**src/rtl/axis_matrix_src.sv**
```systemverilog
// AXI4-Stream source that emits a rows x cols matrix, row-major, with elements (r*row_k + c*col_k + offset) mod 2^DW.
// Optional build macro AXIS_SRC_THROTTLE_EN adds a throttle_en input that gaps beats using an LFSR.
module axis_matrix_src #(
  parameter int DW           = 8,
  parameter int DIM_W        = 6,
  parameter bit LAST_PER_ROW = 1'b0
) (
  input  logic             clk,
  input  logic             rst_n,
  input  logic             start,
  input  logic             abort,
  input  logic [DIM_W-1:0] rows,
  input  logic [DIM_W-1:0] cols,
  input  logic [DW-1:0]    row_k,
  input  logic [DW-1:0]    col_k,
  input  logic [DW-1:0]    offset,
`ifdef AXIS_SRC_THROTTLE_EN
  input  logic             throttle_en,
`endif
  output logic [DW-1:0]    m_axis_tdata,
  output logic             m_axis_tvalid,
  input  logic             m_axis_tready,
  output logic             m_axis_tlast,
  output logic             busy,
  output logic             done
);

  typedef enum logic {IDLE = 1'b0, RUN = 1'b1} state_t;
  state_t state_q, state_d;

  logic [DIM_W-1:0] rows_q, cols_q, r_q, c_q;
  logic [DW-1:0]    row_k_q, col_k_q, offset_q;

  logic             accept, empty, xfer, row_end, mat_end, advance, hold, done_d;
  logic [DIM_W-1:0] nr, nc, src_rows, src_cols;
  logic [DW-1:0]    src_rk, src_ck, src_off, elem;
  logic             elem_last;
  logic [DIM_W+DW-1:0] prod_r, prod_c;

`ifdef AXIS_SRC_THROTTLE_EN
  // Fibonacci LFSR, taps 16,14,13,11; free-runs every clock
  logic [15:0] lfsr;
  always_ff @(posedge clk or negedge rst_n) begin
    if (!rst_n) lfsr <= 16'hACE1;
    else        lfsr <= {lfsr[14:0], lfsr[15] ^ lfsr[13] ^ lfsr[12] ^ lfsr[10]};
  end
  assign hold = throttle_en & ~lfsr[0];
`else
  assign hold = 1'b0;
`endif

  assign accept  = (state_q == IDLE) && start && (rows != '0) && (cols != '0);
  assign empty   = (state_q == IDLE) && start && ((rows == '0) || (cols == '0));
  assign xfer    = (state_q == RUN) && m_axis_tvalid && m_axis_tready;
  assign row_end = (c_q == cols_q - DIM_W'(1));
  assign mat_end = row_end && (r_q == rows_q - DIM_W'(1));
  // a new beat may be loaded when starting, after a transfer, or into an empty (throttled) slot
  assign advance = accept || ((state_q == RUN) && (xfer || !m_axis_tvalid));

  // Next element index and the coefficient set it is evaluated with;
  // on start the latches are not yet loaded, so the inputs are used directly.
  always_comb begin
    nr       = r_q;
    nc       = c_q;
    src_rows = rows_q;
    src_cols = cols_q;
    src_rk   = row_k_q;
    src_ck   = col_k_q;
    src_off  = offset_q;
    if (accept) begin
      nr       = '0;
      nc       = '0;
      src_rows = rows;
      src_cols = cols;
      src_rk   = row_k;
      src_ck   = col_k;
      src_off  = offset;
    end else if (xfer) begin
      nc = row_end ? '0 : c_q + DIM_W'(1);
      nr = row_end ? r_q + DIM_W'(1) : r_q;
    end
  end

  assign prod_r = {{DW{1'b0}}, nr} * {{DIM_W{1'b0}}, src_rk};
  assign prod_c = {{DW{1'b0}}, nc} * {{DIM_W{1'b0}}, src_ck};
  assign elem   = prod_r[DW-1:0] + prod_c[DW-1:0] + src_off;

  always_comb begin
    elem_last = (nc == src_cols - DIM_W'(1));
    if (!LAST_PER_ROW) elem_last = elem_last && (nr == src_rows - DIM_W'(1));
  end

  always_comb begin
    state_d = state_q;
    done_d  = 1'b0;
    case (state_q)
      IDLE: begin
        if (accept) state_d = RUN;
        if (empty)  done_d  = 1'b1;
      end
      RUN: begin
        if (abort) begin
          state_d = IDLE;
        end else if (xfer && mat_end) begin
          state_d = IDLE;
          done_d  = 1'b1;
        end
      end
      default: state_d = IDLE;
    endcase
  end

  always_ff @(posedge clk or negedge rst_n) begin
    if (!rst_n) state_q <= IDLE;
    else        state_q <= state_d;
  end

  always_ff @(posedge clk or negedge rst_n) begin
    if (!rst_n) begin
      rows_q        <= '0;
      cols_q        <= '0;
      row_k_q       <= '0;
      col_k_q       <= '0;
      offset_q      <= '0;
      r_q           <= '0;
      c_q           <= '0;
      m_axis_tdata  <= '0;
      m_axis_tvalid <= 1'b0;
      m_axis_tlast  <= 1'b0;
      done          <= 1'b0;
    end else begin
      done <= done_d;
      if (accept) begin
        rows_q   <= rows;
        cols_q   <= cols;
        row_k_q  <= row_k;
        col_k_q  <= col_k;
        offset_q <= offset;
      end
      if ((state_q == RUN) && (abort || (xfer && mat_end))) begin
        m_axis_tvalid <= 1'b0;
        m_axis_tlast  <= 1'b0;
        r_q           <= '0;
        c_q           <= '0;
      end else if (advance) begin
        r_q <= nr;
        c_q <= nc;
        if (!hold) begin
          m_axis_tvalid <= 1'b1;
          m_axis_tdata  <= elem;
          m_axis_tlast  <= elem_last;
        end else begin
          m_axis_tvalid <= 1'b0;
          m_axis_tlast  <= 1'b0;
        end
      end
    end
  end

  assign busy = (state_q == RUN);

endmodule

```
**config.mk**
```make
export PLATFORM = sky130hd
export DESIGN_NAME = axis_matrix_src
export DESIGN_NICKNAME = d
export VERILOG_FILES = /design/src/rtl/axis_matrix_src.sv
export SDC_FILE = /design/constraint.sdc
export NUM_CORES = 1
export LEC_CHECK = 0
export BUFFER_PORTS_ARGS = -buffer_cell sky130_fd_sc_hd__buf_2
export CAP_MARGIN = 20
export CORE_MARGIN = 8
export CORE_UTILIZATION = 38
export CTS_BUF_LIST = sky130_fd_sc_hd__clkbuf_16
export DETAILED_ROUTE_END_ITERATION = 7
export PLACE_DENSITY_LB_ADDON = 0.08
export SYNTH_ARGS = -nofsm -noshare
export SYNTH_HDL_FRONTEND = slang
export SYNTH_SLANG_ARGS = --single-unit
export TNS_END_PERCENT = 30
```
**constraint.sdc**
```tcl
create_clock -name clk -period 11.5 [get_ports clk]
set_clock_uncertainty 0.1 [all_clocks]
set_input_delay 1.725 -clock clk [delete_from_list [all_inputs] [get_ports clk]]
set_output_delay 1.725 -clock clk [all_outputs]
set_load 0.1 [all_outputs]
```
* After elaboration in Yosys (flattened, before gate mapping)
Cells that the tools add are included.
** Storage, ports and cells
- Bits in registers :: 60
- Input bits :: 41
- Logic and storage cells :: 77
** Operators by class
- Add/sub/neg operators :: 8
- $mul :: 2
- Equal/unequal tests :: 4
- Multiplexer cells :: 27
- Bitwise operators :: 2
- Reductions and logical operators :: 22
** Operators by type and width (number)
- $mux W6 :: 12
- $eq A6 B6 Y1 :: 4
- $mux W8 :: 3
- $sub A6 B1 Y6 const B :: 4
- $add A8 B8 Y8 :: 2
- $mul A6 B8 Y8 :: 2
- $add A6 B1 Y6 const B :: 2
- $logic_not A6 Y1 :: 2
- $reduce_bool A6 Y1 :: 2
- $logic_and A1 B1 Y1 :: 11
- $mux W1 :: 10
- $logic_or A1 B1 Y1 :: 4
- $pmux W1 S2 :: 2
- $not A1 Y1 :: 2
- $reduce_and A2 Y1 :: 1
- $reduce_bool A2 Y1 :: 1
- $logic_not A1 Y1 :: 1

* Logic depth before layout (Yosys ltp)
Gate-level depths: netlist (run 1).
- Word-level depth :: 10
- Gate-level depth with buffers :: 27
- Depth with buffers taken out :: 26

* Worst setup path before layout (run 1)
Ideal clock, no wire load.
- Path type :: input port to flip-flop
- From :: input port rows[3]
- To :: register m_axis_tdata[7]
- Data arrival time :: 7.934 ns
- Required time :: 11.308 ns
- Path slack :: 3.374 ns
- Cell stages on the path :: 24
- Path buffers :: 5
- Cell sequence :: or4_1 > nor3_2 > or3_1 > buf_2 > buf_1 > clkbuf_1 > buf_2 > buf_1 > nand3_1 > fa_1 > fa_1 > fa_1 > inv_1 > fa_1 > inv_1 > fa_1 > xor2_1 > xnor2_1 > xnor2_1 > xnor2_1 > xnor3_1 > xor2_1 > and3_1 > o31ai_2
** Between the ends
- Longest elaborated chain between the ends :: 7
** RTL lines
- start: declaration :: line 12 : input logic [DIM_W-1:0] rows,
- $reduce_bool A6 Y1 (*) :: line 52 : assign accept = (state_q == IDLE) && start && (rows != '0) && (cols != '0);
- $logic_and A1 B1 Y1 (*) (2 in series) :: line 52
- $mux W6 / $mux W8 (equally long branches)
- $mul A6 B8 Y8 (on tied branches) :: line 84, 85
- $add A8 B8 Y8 (2 in series) :: line 86 : assign elem = prod_r[DW-1:0] + prod_c[DW-1:0] + src_off;
- end signal: assignment :: line 150 : m_axis_tdata <= elem;
- end: declaration :: line 20 : output logic [DW-1:0] m_axis_tdata,
Every way passes the cells marked *; elsewhere a longest branch is shown, timed or not.
A chain may end at the register's enable or synchronous reset.

* Worst setup path in the final report (run 1)
- From :: input port cols[2]
- To :: register m_axis_tdata[7]
** Between the ends
- Longest elaborated chain between the ends :: 6
** RTL lines
- start: declaration :: line 13 : input logic [DIM_W-1:0] cols,
- $reduce_bool A6 Y1 (*) :: line 52
- $logic_and A1 B1 Y1 (*) :: line 52
- $mux W6 / $mux W8 (equally long branches)
- $mul A6 B8 Y8 (on tied branches) :: line 84, 85
- $add A8 B8 Y8 (2 in series) :: line 86
Marked as above.

==> reports/metrics.json, run 1 <==
{
  "clock.fmax": {"value": 121.9, "unit": "MHz"},
  "ys_top_cells_by_count": {"value": "sky130_fd_sc_hd__nand2_1 (114), sky130_fd_sc_hd__inv_1 (77), sky130_fd_sc_hd__dfrtp_1 (60), sky130_fd_sc_hd__nor2_1 (43), sky130_fd_sc_hd__fa_1 (39)"},
  "report.final.slew_viol_count": {"value": 0},
  "crit_arrival": {"value": 8.35, "unit": "ns"},
  "total_of_hold_buffers_inserted_after_clock_tree_synthesis": {"value": 0},
  "clk_pin_slew_worst_paths": {"value": 0.05, "unit": "ns"},
  "outcome": {"value": "completed"},
  "most_frequently_used_cell_type_in_the_post_synthesis_netlist": {"value": "sky130_fd_sc_hd__nand2_1"},
  "worst_setup_path_startpoint": {"value": "cols[2]"},
  "finalCriticalPeriod": {"value": 8.202, "unit": "ns"},
  "fillCellCount": {"value": 1374},
  "worst_pin_slew": {"value": 0.9202, "unit": "ns"},
  "track_usage": {"value": 16.68, "unit": "%"},
  "totalPowerFinal": {"value": 1.032, "unit": "mW"},
  "busiest_layer": {"value": "met2"},
  "fraction_of_layout_instances_using_a_drive_strength_above_1": {"value": 15.05, "unit": "%"},
  "end_kind": {"value": "flop"},
  "drc": {"value": 0},
  "report.final.setup_viol": {"value": 0},
  "synth_cells": {"value": 595},
  "hold_viol_final": {"value": 0},
  "max_h_tree_level": {"value": 3},
  "drt_pass1_iterations": {"value": 4},
  "yosys.area.top_type_share": {"value": 27.97, "unit": "%"},
  "numCtsBuffers": {"value": 9},
  "worst_case_headroom_to_the_max_slew_limit": {"value": 37.07, "unit": "%"},
  "cts_root_buf": {"value": "sky130_fd_sc_hd__clkbuf_16"},
  "i_o_pin_cnt": {"value": 53},
  "power_density": {"value": 168.4, "unit": "nW/um^2"},
  "worst_case_clock_buffer_depth": {"value": 2},
  "routability_cong": {"value": 0.8462},
  "via_count": {"value": 4146},
  "synthToLayoutAreaGrowth": {"value": 14.10, "unit": "%"},
  "leakagePower": {"value": 2.936, "unit": "nW"},
  "post_cts.repair.setup_buffers": {"value": 0},
  "post_synth_edffs": {"value": 0},
  "postSynthRegisterBits": {"value": 60},
  "met3_usage": {"value": 2.972, "unit": "%"},
  "maxCapViolations": {"value": 0},
  "ir_worst_vdd": {"value": 0.1003, "unit": "mV"},
  "routed_vias_inst": {"value": 4.989},
  "r2r_setup_slack": {"value": 4.41, "unit": "ns"},
  "r2r-start": {"value": "cols_q[0]"},
  "timing.critical_path.required": {"value": 11.65, "unit": "ns"},
  "crit_path_start_kind": {"value": "input port"},
  "timing.critical_path.to": {"value": "m_axis_tdata[7]"},
  "reg2reg_depth": {"value": 23},
  "netlist_area": {"value": 5369, "unit": "um^2"},
  "synthFlopType": {"value": "sky130_fd_sc_hd__dfrtp_1"},
  "drt.antenna.violating_nets": {"value": 0},
  "maximum_number_of_pins_on_one_net_before_global_route_repair": {"value": 61},
  "postSynth.asyncResetShare": {"value": 100.0, "unit": "%"},
  "setup-tns-final": {"value": 0, "unit": "ns"},
  "synth-warning-count": {"value": 0},
  "cts_resized": {"value": 0},
  "die-height": {"value": 134.9, "unit": "um"},
  "fp.coreArea": {"value": 13830, "unit": "um^2"},
  "cts_tree": {"value": "yes"},
  "post_synth_num_cell_types": {"value": 56},
  "total_overflow_reported_by_the_global_router": {"value": 0},
  "die_area": {"value": 18190, "unit": "um^2"},
  "port_buffer_cells": {"value": 52},
  "num_antenna_cells": {"value": 0},
  "gr-usage-met2": {"value": 26.79, "unit": "%"},
  "grt_util_met1": {"value": 21.20, "unit": "%"},
  "clock_sinks": {"value": 60},
  "grt_pass1_vias": {"value": 4446},
  "layout_worst_path_cycle_share": {"value": 71.32, "unit": "%"},
  "route.final.wire_length": {"value": 14070, "unit": "um"},
  "synth_nets": {"value": 705},
  "min_path_cells": {"value": 2},
  "route.detailed.wl_per_inst": {"value": 16.93, "unit": "um"},
  "antenna_found_initial": {"value": 0},
  "largest_area_contributor_in_the_synthesized_netlist": {"value": "sky130_fd_sc_hd__dfrtp_1"},
  "start_util": {"value": 38.83, "unit": "%"},
  "grt_setup_unrepaired": {"value": "false"},
  "dp_hpwl": {"value": 10910, "unit": "um"},
  "layout.nets": {"value": 756},
  "critical_path.reg2reg.endpoint": {"value": "m_axis_tdata[7]"},
  "timing.setup.critical_path_class": {"value": "in2reg"},
  "num_rows": {"value": 43},
  "yosysSeqAreaShare": {"value": 27.97, "unit": "%"},
  "hp-class": {"value": "reg2reg"},
  "insertion_delay": {"value": 0.35, "unit": "ns"},
  "crit_fanout": {"value": 46},
  "die-width": {"value": 134.9, "unit": "um"},
  "first_iter_violations": {"value": 252},
  "grt_first_pass_wirelength": {"value": 23620, "unit": "um"},
  "synth_top_cells_by_area": {"value": "sky130_fd_sc_hd__dfrtp_1 (28%), sky130_fd_sc_hd__fa_1 (15%), sky130_fd_sc_hd__nand2_1 (8.0%)"},
  "syn-mean-instance-area": {"value": 9.023, "unit": "um^2"}
}
==> through the flow <==
step | utilization, % | hold WS, ns | std cells | cell area [um^2] | worst slack (ns)
after global routing | 44.30 | 0.4027 | 831 | 6126 | 2.888
after floorplan | - | 0.3455 | 595 | 5369 | 3.374
after CTS | 44.30 | 0.3770 | 831 | 6126 | 3.266
after global placement | 42.08 | 0.3619 | 815 | 5818 | 3.206
after detailed placement | 42.08 | 0.3700 | 815 | 5818 | 2.893
final | 44.30 | 0.3722 | 831 | 6126 | 3.298
==> flip-flops by register name, indices dropped and copies added (netlist names) <==
name / count
r_q: 6
rows_q: 6
m_axis_tlast: 1
c_q: 6
m_axis_tvalid: 1
busy: 1
offset_q: 8
cols_q: 6
m_axis_tdata: 8
row_k_q: 8
col_k_q: 8
done: 1
==> metal layers <==
metal / wire length (um) / part of all wire, %
met5: 0 / 0
met4: 387 / 2.8
met3: 592 / 4.2
met2: 6709 / 48
met1: 6376 / 45
==> layout make-up <==
cell class                      instances  area, um^2  area share [%]
Tap cell                              180       225.2           3.676
Clock inverter                          7       82.58           1.348
Clock buffer                            9       225.2           3.676
Multi-Input combinational cell        442        3512           57.33
Timing Repair Buffer                   56       290.3           4.739
Sequential cell                        60        1501           24.51
Inverter                               77       289.0           4.718
==> worst min-delay path by stage <==
stage	slack, ns	to	startpoint
final	0.37	col_k_q[7]	col_k_q[7]
after global routing	0.40	m_axis_tdata[2]	m_axis_tdata[2]
after global placement	0.36	m_axis_tdata[3]	m_axis_tdata[3]
after floorplan	0.35	col_k_q[7]	col_k_q[7]
after detailed placement	0.37	m_axis_tdata[3]	m_axis_tdata[3]
after CTS	0.38	col_k_q[7]	col_k_q[7]
==> worst max-delay path, cell delays in order <==
cell and delay (ns):
sky130_fd_sc_hd__buf_2 0.11, sky130_fd_sc_hd__or3_1 0.43, sky130_fd_sc_hd__nor4_2 0.46, sky130_fd_sc_hd__nor3_4 0.07, sky130_fd_sc_hd__buf_4 0.34, sky130_fd_sc_hd__nor2_1 0.69
sky130_fd_sc_hd__nand3_1 0.23, sky130_fd_sc_hd__fa_1 0.57, sky130_fd_sc_hd__fa_1 0.55, sky130_fd_sc_hd__inv_1 0.06, sky130_fd_sc_hd__fa_1 0.52, sky130_fd_sc_hd__fa_1 0.55
sky130_fd_sc_hd__inv_1 0.06, sky130_fd_sc_hd__fa_1 0.53, sky130_fd_sc_hd__inv_1 0.04, sky130_fd_sc_hd__ha_1 0.33, sky130_fd_sc_hd__nand2_1 0.06, sky130_fd_sc_hd__o21ai_0 0.20
sky130_fd_sc_hd__xnor3_1 0.27, sky130_fd_sc_hd__xor2_1 0.18, sky130_fd_sc_hd__and3_1 0.20, sky130_fd_sc_hd__o31ai_2 0.17
==> cell families (layout without fill, tap and decap cells) <==
logic type | Yosys count | after routing | share of synthesized area [%]
AOI/OAI and AO/OA | 52 | 52 | 7.434
xor gates and xnor gates | 58 | 58 | 11.09
adders and majority gates | 69 | 69 | 21.53
buffers and inverters | 93 | 149 | 6.735
DFF | 60 | 60 | 27.97
muxes | 23 | 23 | 4.498
and+or+nand+nor | 240 | 240 | 20.74
==> power by group <==
group / total, mW / leakage [nW] / switching (mW) / internal [mW]
Combinational: 0.448 / 2.03 / 0.309 / 0.139
Sequential: 0.295 / 0.749 / 0.0387 / 0.257
Clock: 0.289 / 0.158 / 0.102 / 0.187
Total: 1.03 / 2.94 / 0.449 / 0.582
==> cells in the final DEF (no fill, tap or decap), types with 2 or more instances in the layout <==
| master | instances |
|---|---|
| sky130_fd_sc_hd__nand3b_1 | 2 |
| sky130_fd_sc_hd__o21ai_1 | 4 |
| sky130_fd_sc_hd__or4_1 | 3 |
| sky130_fd_sc_hd__and3_1 | 8 |
| sky130_fd_sc_hd__o211ai_1 | 4 |
| sky130_fd_sc_hd__o31ai_1 | 2 |
| sky130_fd_sc_hd__o21ai_0 | 7 |
| sky130_fd_sc_hd__and2_1 | 7 |
| sky130_fd_sc_hd__bufinv_16 | 2 |
| sky130_fd_sc_hd__o31ai_2 | 2 |
| sky130_fd_sc_hd__a21oi_1 | 16 |
| sky130_fd_sc_hd__fa_1 | 39 |
| sky130_fd_sc_hd__buf_2 | 52 |
| sky130_fd_sc_hd__clkinv_2 | 3 |
| sky130_fd_sc_hd__nand3_1 | 27 |
| sky130_fd_sc_hd__nand2b_1 | 6 |
| sky130_fd_sc_hd__inv_1 | 78 |
| sky130_fd_sc_hd__dfrtp_1 | 60 |
| sky130_fd_sc_hd__o31a_1 | 3 |
| sky130_fd_sc_hd__xnor2_1 | 32 |
| sky130_fd_sc_hd__nand4_1 | 2 |
| sky130_fd_sc_hd__or3_1 | 3 |
| sky130_fd_sc_hd__nor3_1 | 8 |
| sky130_fd_sc_hd__mux2i_1 | 16 |
| sky130_fd_sc_hd__nand2_1 | 114 |
| sky130_fd_sc_hd__nor3_4 | 2 |
| sky130_fd_sc_hd__nor4_1 | 2 |
| sky130_fd_sc_hd__xor2_1 | 20 |
| sky130_fd_sc_hd__ha_1 | 30 |
| sky130_fd_sc_hd__nor2_1 | 43 |
| sky130_fd_sc_hd__or4_4 | 2 |
| sky130_fd_sc_hd__xnor3_1 | 5 |
| sky130_fd_sc_hd__clkbuf_16 | 9 |
| sky130_fd_sc_hd__a21o_1 | 3 |
| sky130_fd_sc_hd__nor2b_1 | 2 |
| sky130_fd_sc_hd__mux2_2 | 6 |
| sky130_fd_sc_hd__or2_2 | 4 |
| sky130_fd_sc_hd__buf_4 | 4 |
No activity file was read; power rests on OpenSTA's default activity.
==> run 2: changes to the inputs <==
clock period = 8.3 ns   (was 11.5 ns; I/O delays follow)
==> reports/metrics.json, run 2 (same netlist as run 1, synthesis figures left out) <==
{
  "outcome": {"value": "completed"},
  "antenna_found_initial": {"value": 0, "change": "unchanged"},
  "internal_power_of_the_cells": {"value": 0.7431, "unit": "mW", "change": "+28%"},
  "worst_pin_slew": {"value": 1.001, "unit": "ns", "change": "+0.08121 ns"},
  "via_count": {"value": 4106, "change": "-0.96%"},
  "power.share.switching": {"value": 45.09, "unit": "%", "change": "+1.5 points"},
  "fp.coreArea": {"value": 13830, "unit": "um^2", "change": "unchanged"},
  "die-height": {"value": 134.9, "unit": "um", "change": "unchanged"},
  "layout.nets": {"value": 761, "change": "+0.66%"},
  "total_overflow_reported_by_the_global_router": {"value": 0, "change": "unchanged"},
  "die_area": {"value": 18190, "unit": "um^2", "change": "unchanged"},
  "critPathMaxStageDelay": {"value": 0.59, "unit": "ns", "change": "-0.10 ns"},
  "start_util": {"value": 38.83, "unit": "%", "change": "unchanged"},
  "most_used_cells_in_the_layout_excluding_fill_and_tap_cells": {"value": "sky130_fd_sc_hd__nand2_1 (114), sky130_fd_sc_hd__inv_1 (78), sky130_fd_sc_hd__dfrtp_1 (60), sky130_fd_sc_hd__buf_2 (52), sky130_fd_sc_hd__nor2_1 (43)"},
  "worst_case_clock_buffer_depth": {"value": 2, "change": "unchanged"},
  "num_rows": {"value": 43, "change": "unchanged"},
  "ir_worst_vdd": {"value": 0.1470, "unit": "mV", "change": "+47%"},
  "crit_family": {"value": "adder cells"},
  "place_area": {"value": 5856, "unit": "um^2", "change": "+0.65%"},
  "track_usage": {"value": 16.45, "unit": "%", "change": "-0.22 points"},
  "first_iter_violations": {"value": 213, "change": "-15%"},
  "crit_fanout": {"value": 15, "change": "-67%"},
  "layout_worst_path_cycle_share": {"value": 89.97, "unit": "%"},
  "hold_viol_final": {"value": 0, "change": "unchanged"},
  "route.final.wire_length": {"value": 13870, "unit": "um", "change": "-1.4%"},
  "timing.setup.critical_path_class": {"value": "in2reg"},
  "power.sequential.fraction": {"value": 30.3, "unit": "%", "change": "+1.7 points"},
  "finalCriticalPeriod": {"value": 7.467, "unit": "ns"},
  "clk_pin_slew_worst_paths": {"value": 0.05, "unit": "ns", "change": "about the same"},
  "total_of_hold_buffers_inserted_after_clock_tree_synthesis": {"value": 0, "change": "unchanged"},
  "routability_cong": {"value": 0.8259, "change": "-2.4%"},
  "dp_hpwl": {"value": 11190, "unit": "um", "change": "+2.6%"},
  "critical_path.cell_chain": {"value": "buf_2 -> or4_1 -> nor3_2 -> or3_1 -> buf_4 -> nand2_1 -> nand2_1 -> nand3_1 -> fa_1 -> fa_1 -> fa_1 -> inv_1 -> fa_1 -> inv_1 -> fa_1 -> inv_1 -> ha_1 -> nand2_1 -> o21ai_0 -> xnor3_1 -> xor2_1 -> and3_1 -> o31ai_2"},
  "routed_vias_inst": {"value": 4.923, "change": "-1.3%"},
  "final.hold.worst_slack": {"value": 0.3665, "unit": "ns", "change": "-0.005659 ns"},
  "i_o_pin_cnt": {"value": 53, "change": "unchanged"},
  "grt_first_pass_wirelength": {"value": 23280, "unit": "um", "change": "-1.4%"},
  "grt_pass1_vias": {"value": 4455, "change": "+0.20%"},
  "maximum_number_of_pins_on_one_net_before_global_route_repair": {"value": 61, "change": "unchanged"},
  "critical-path-slowest-cell": {"value": "sky130_fd_sc_hd__or4_1"},
  "post_placement_setup_slack": {"value": 0.4596, "unit": "ns", "change": "-2.433 ns"},
  "clock_sinks": {"value": 60, "change": "unchanged"},
  "cts_tree": {"value": "yes"},
  "setup-tns-final": {"value": 0, "unit": "ns", "change": "unchanged"},
  "setup_slack": {"value": 0.8329, "unit": "ns", "change": "-2.465 ns"},
  "route.detailed.wl_per_inst": {"value": 16.63, "unit": "um", "change": "-1.7%"},
  "drt.antenna.violating_nets": {"value": 0, "change": "unchanged"},
  "critPathBufInv": {"value": 5, "change": "unchanged"},
  "cts_resized": {"value": 0, "change": "unchanged"},
  "numCtsBuffers": {"value": 9, "change": "unchanged"},
  "leakagePower": {"value": 2.932, "unit": "nW", "change": "-0.13%"},
  "maxCapViolations": {"value": 0, "change": "unchanged"},
  "worst_setup_path_startpoint": {"value": "rows[3]"},
  "drc": {"value": 0, "change": "unchanged"},
  "hp-class": {"value": "reg2reg"},
  "layout_commonest_cell": {"value": "sky130_fd_sc_hd__nand2_1"},
  "crit_arrival": {"value": 7.61, "unit": "ns", "change": "-0.74 ns"},
  "grt_setup_unrepaired": {"value": "false"},
  "timing.critical_path.required": {"value": 8.45, "unit": "ns", "change": "-3.20 ns"},
  "share_clk_of_total_power": {"value": 24.0, "unit": "%", "change": "-4.0 points"},
  "drt_pass1_iterations": {"value": 4, "change": "unchanged"},
  "p_comb_share": {"value": 45.7, "unit": "%", "change": "+2.3 points"},
  "end_kind": {"value": "flop"},
  "report.final.slew_viol_count": {"value": 0, "change": "unchanged"},
  "r2r-start": {"value": "cols_q[0]"},
  "cts_root_buf": {"value": "sky130_fd_sc_hd__clkbuf_16"},
  "die-width": {"value": 134.9, "unit": "um", "change": "unchanged"},
  "post_cts.repair.setup_buffers": {"value": 0, "change": "unchanged"},
  "num_antenna_cells": {"value": 0, "change": "unchanged"},
  "crit_path_start_kind": {"value": "input port"},
  "report.final.setup_viol": {"value": 0, "change": "unchanged"},
  "power_switching": {"value": 0.6103, "unit": "mW", "change": "+36%"},
  "power_density": {"value": 221.7, "unit": "nW/um^2", "change": "+32%"},
  "post-route-cell-area": {"value": 6103, "unit": "um^2", "change": "-0.37%"},
  "synthToLayoutAreaGrowth": {"value": 13.68, "unit": "%"},
  "worst_case_headroom_to_the_max_slew_limit": {"value": 31.51, "unit": "%", "change": "-5.6 points"},
  "cp_common_cell": {"value": "sky130_fd_sc_hd__fa_1"},
  "hold_path_startpoint": {"value": "m_axis_tdata[3]"},
  "fraction_of_layout_instances_using_a_drive_strength_above_1": {"value": 15.44, "unit": "%", "change": "+0.39 points"},
  "port_buffer_cells": {"value": 52, "change": "unchanged"},
  "totalPowerFinal": {"value": 1.353, "unit": "mW", "change": "+31%"},
  "fillCellCount": {"value": 1380, "change": "+0.44%"},
  "clock.fmax": {"value": 133.9, "unit": "MHz"},
  "insertion_delay": {"value": 0.33, "unit": "ns", "change": "-0.02 ns"},
  "max_h_tree_level": {"value": 3, "change": "unchanged"}
}
run 2: changes by cell type in the layout (fill, tap and decap cells not counted):
cell	previous run	this run
sky130_fd_sc_hd__buf_4	4	9
sky130_fd_sc_hd__bufinv_16	2	0
run 2: worst reg2reg max path, cell delays in order (launching register included):
cell,delay [ns]
sky130_fd_sc_hd__dfrtp_1,0.51
sky130_fd_sc_hd__inv_1,0.08
sky130_fd_sc_hd__ha_1,0.25
sky130_fd_sc_hd__xor2_1,0.14
sky130_fd_sc_hd__o211ai_1,0.12
sky130_fd_sc_hd__mux2i_1,0.75
sky130_fd_sc_hd__nor2_4,0.15
sky130_fd_sc_hd__xnor2_1,0.49
sky130_fd_sc_hd__nand2_1,0.26
sky130_fd_sc_hd__nor2_1,0.17
sky130_fd_sc_hd__fa_1,0.42
sky130_fd_sc_hd__inv_1,0.09
sky130_fd_sc_hd__fa_1,0.42
sky130_fd_sc_hd__inv_1,0.09
sky130_fd_sc_hd__fa_1,0.43
sky130_fd_sc_hd__fa_1,0.50
sky130_fd_sc_hd__inv_1,0.06
sky130_fd_sc_hd__fa_1,0.53
sky130_fd_sc_hd__inv_1,0.04
sky130_fd_sc_hd__ha_1,0.32
sky130_fd_sc_hd__a21oi_1,0.11
sky130_fd_sc_hd__o21ai_0,0.30
sky130_fd_sc_hd__xnor3_1,0.29
sky130_fd_sc_hd__xor2_1,0.18
sky130_fd_sc_hd__and3_1,0.20
sky130_fd_sc_hd__o31ai_2,0.16
run 2: metal layers:
layer | wire length [um] | GRT usage, %
met3 | 635 | 3.158
met1 | 6288 | 21.16
met4 | 231 | 5.739
met2 | 6714 | 26.98
met5 | 0 | 0
run 2: stage by stage:
stage | instances | utilization, %
floorplan | 595 | -
global placement | 820 | 42.35
detailed placement | 820 | 42.35
CTS | 834 | 44.14
global route | 834 | 44.14
finish | 834 | 44.14
run 2: cell type report:
class / count / area, um^2 / area share, %
Clock buffer: 9 / 225.2 / 3.690
Clock inverter: 5 / 22.52 / 0.3690
Inverter: 77 / 289.0 / 4.736
Multi-Input combinational cell: 442 / 3512 / 57.54
Sequential cell: 60 / 1501 / 24.60
Tap cell: 180 / 225.2 / 3.690
Timing Repair Buffer: 61 / 327.8 / 5.371
run 2: final timing paths:
kind	cells after the start	to	slack, ns
setup / recovery	23	m_axis_tdata[7]	0.83
hold / removal	2	m_axis_tdata[3]	0.37
setup reg to reg	25	m_axis_tdata[7]	1.08
hold reg to reg	2	m_axis_tdata[3]	0.37
max in group asynchronous	2	offset_q[0]	6.58
min in group asynchronous	2	rows_q[1]	0.98
run 2: power groups by stage:
stage,clock (mW),combinational (mW),sequential (mW)
final,0.325,0.618,0.410
after global routing,0.348,0.687,0.419
after CTS,0.336,0.629,0.410
after detailed placement,0,0.624,0.415
after global placement,0,0.622,0.414
after floorplan,0,0.344,0.544
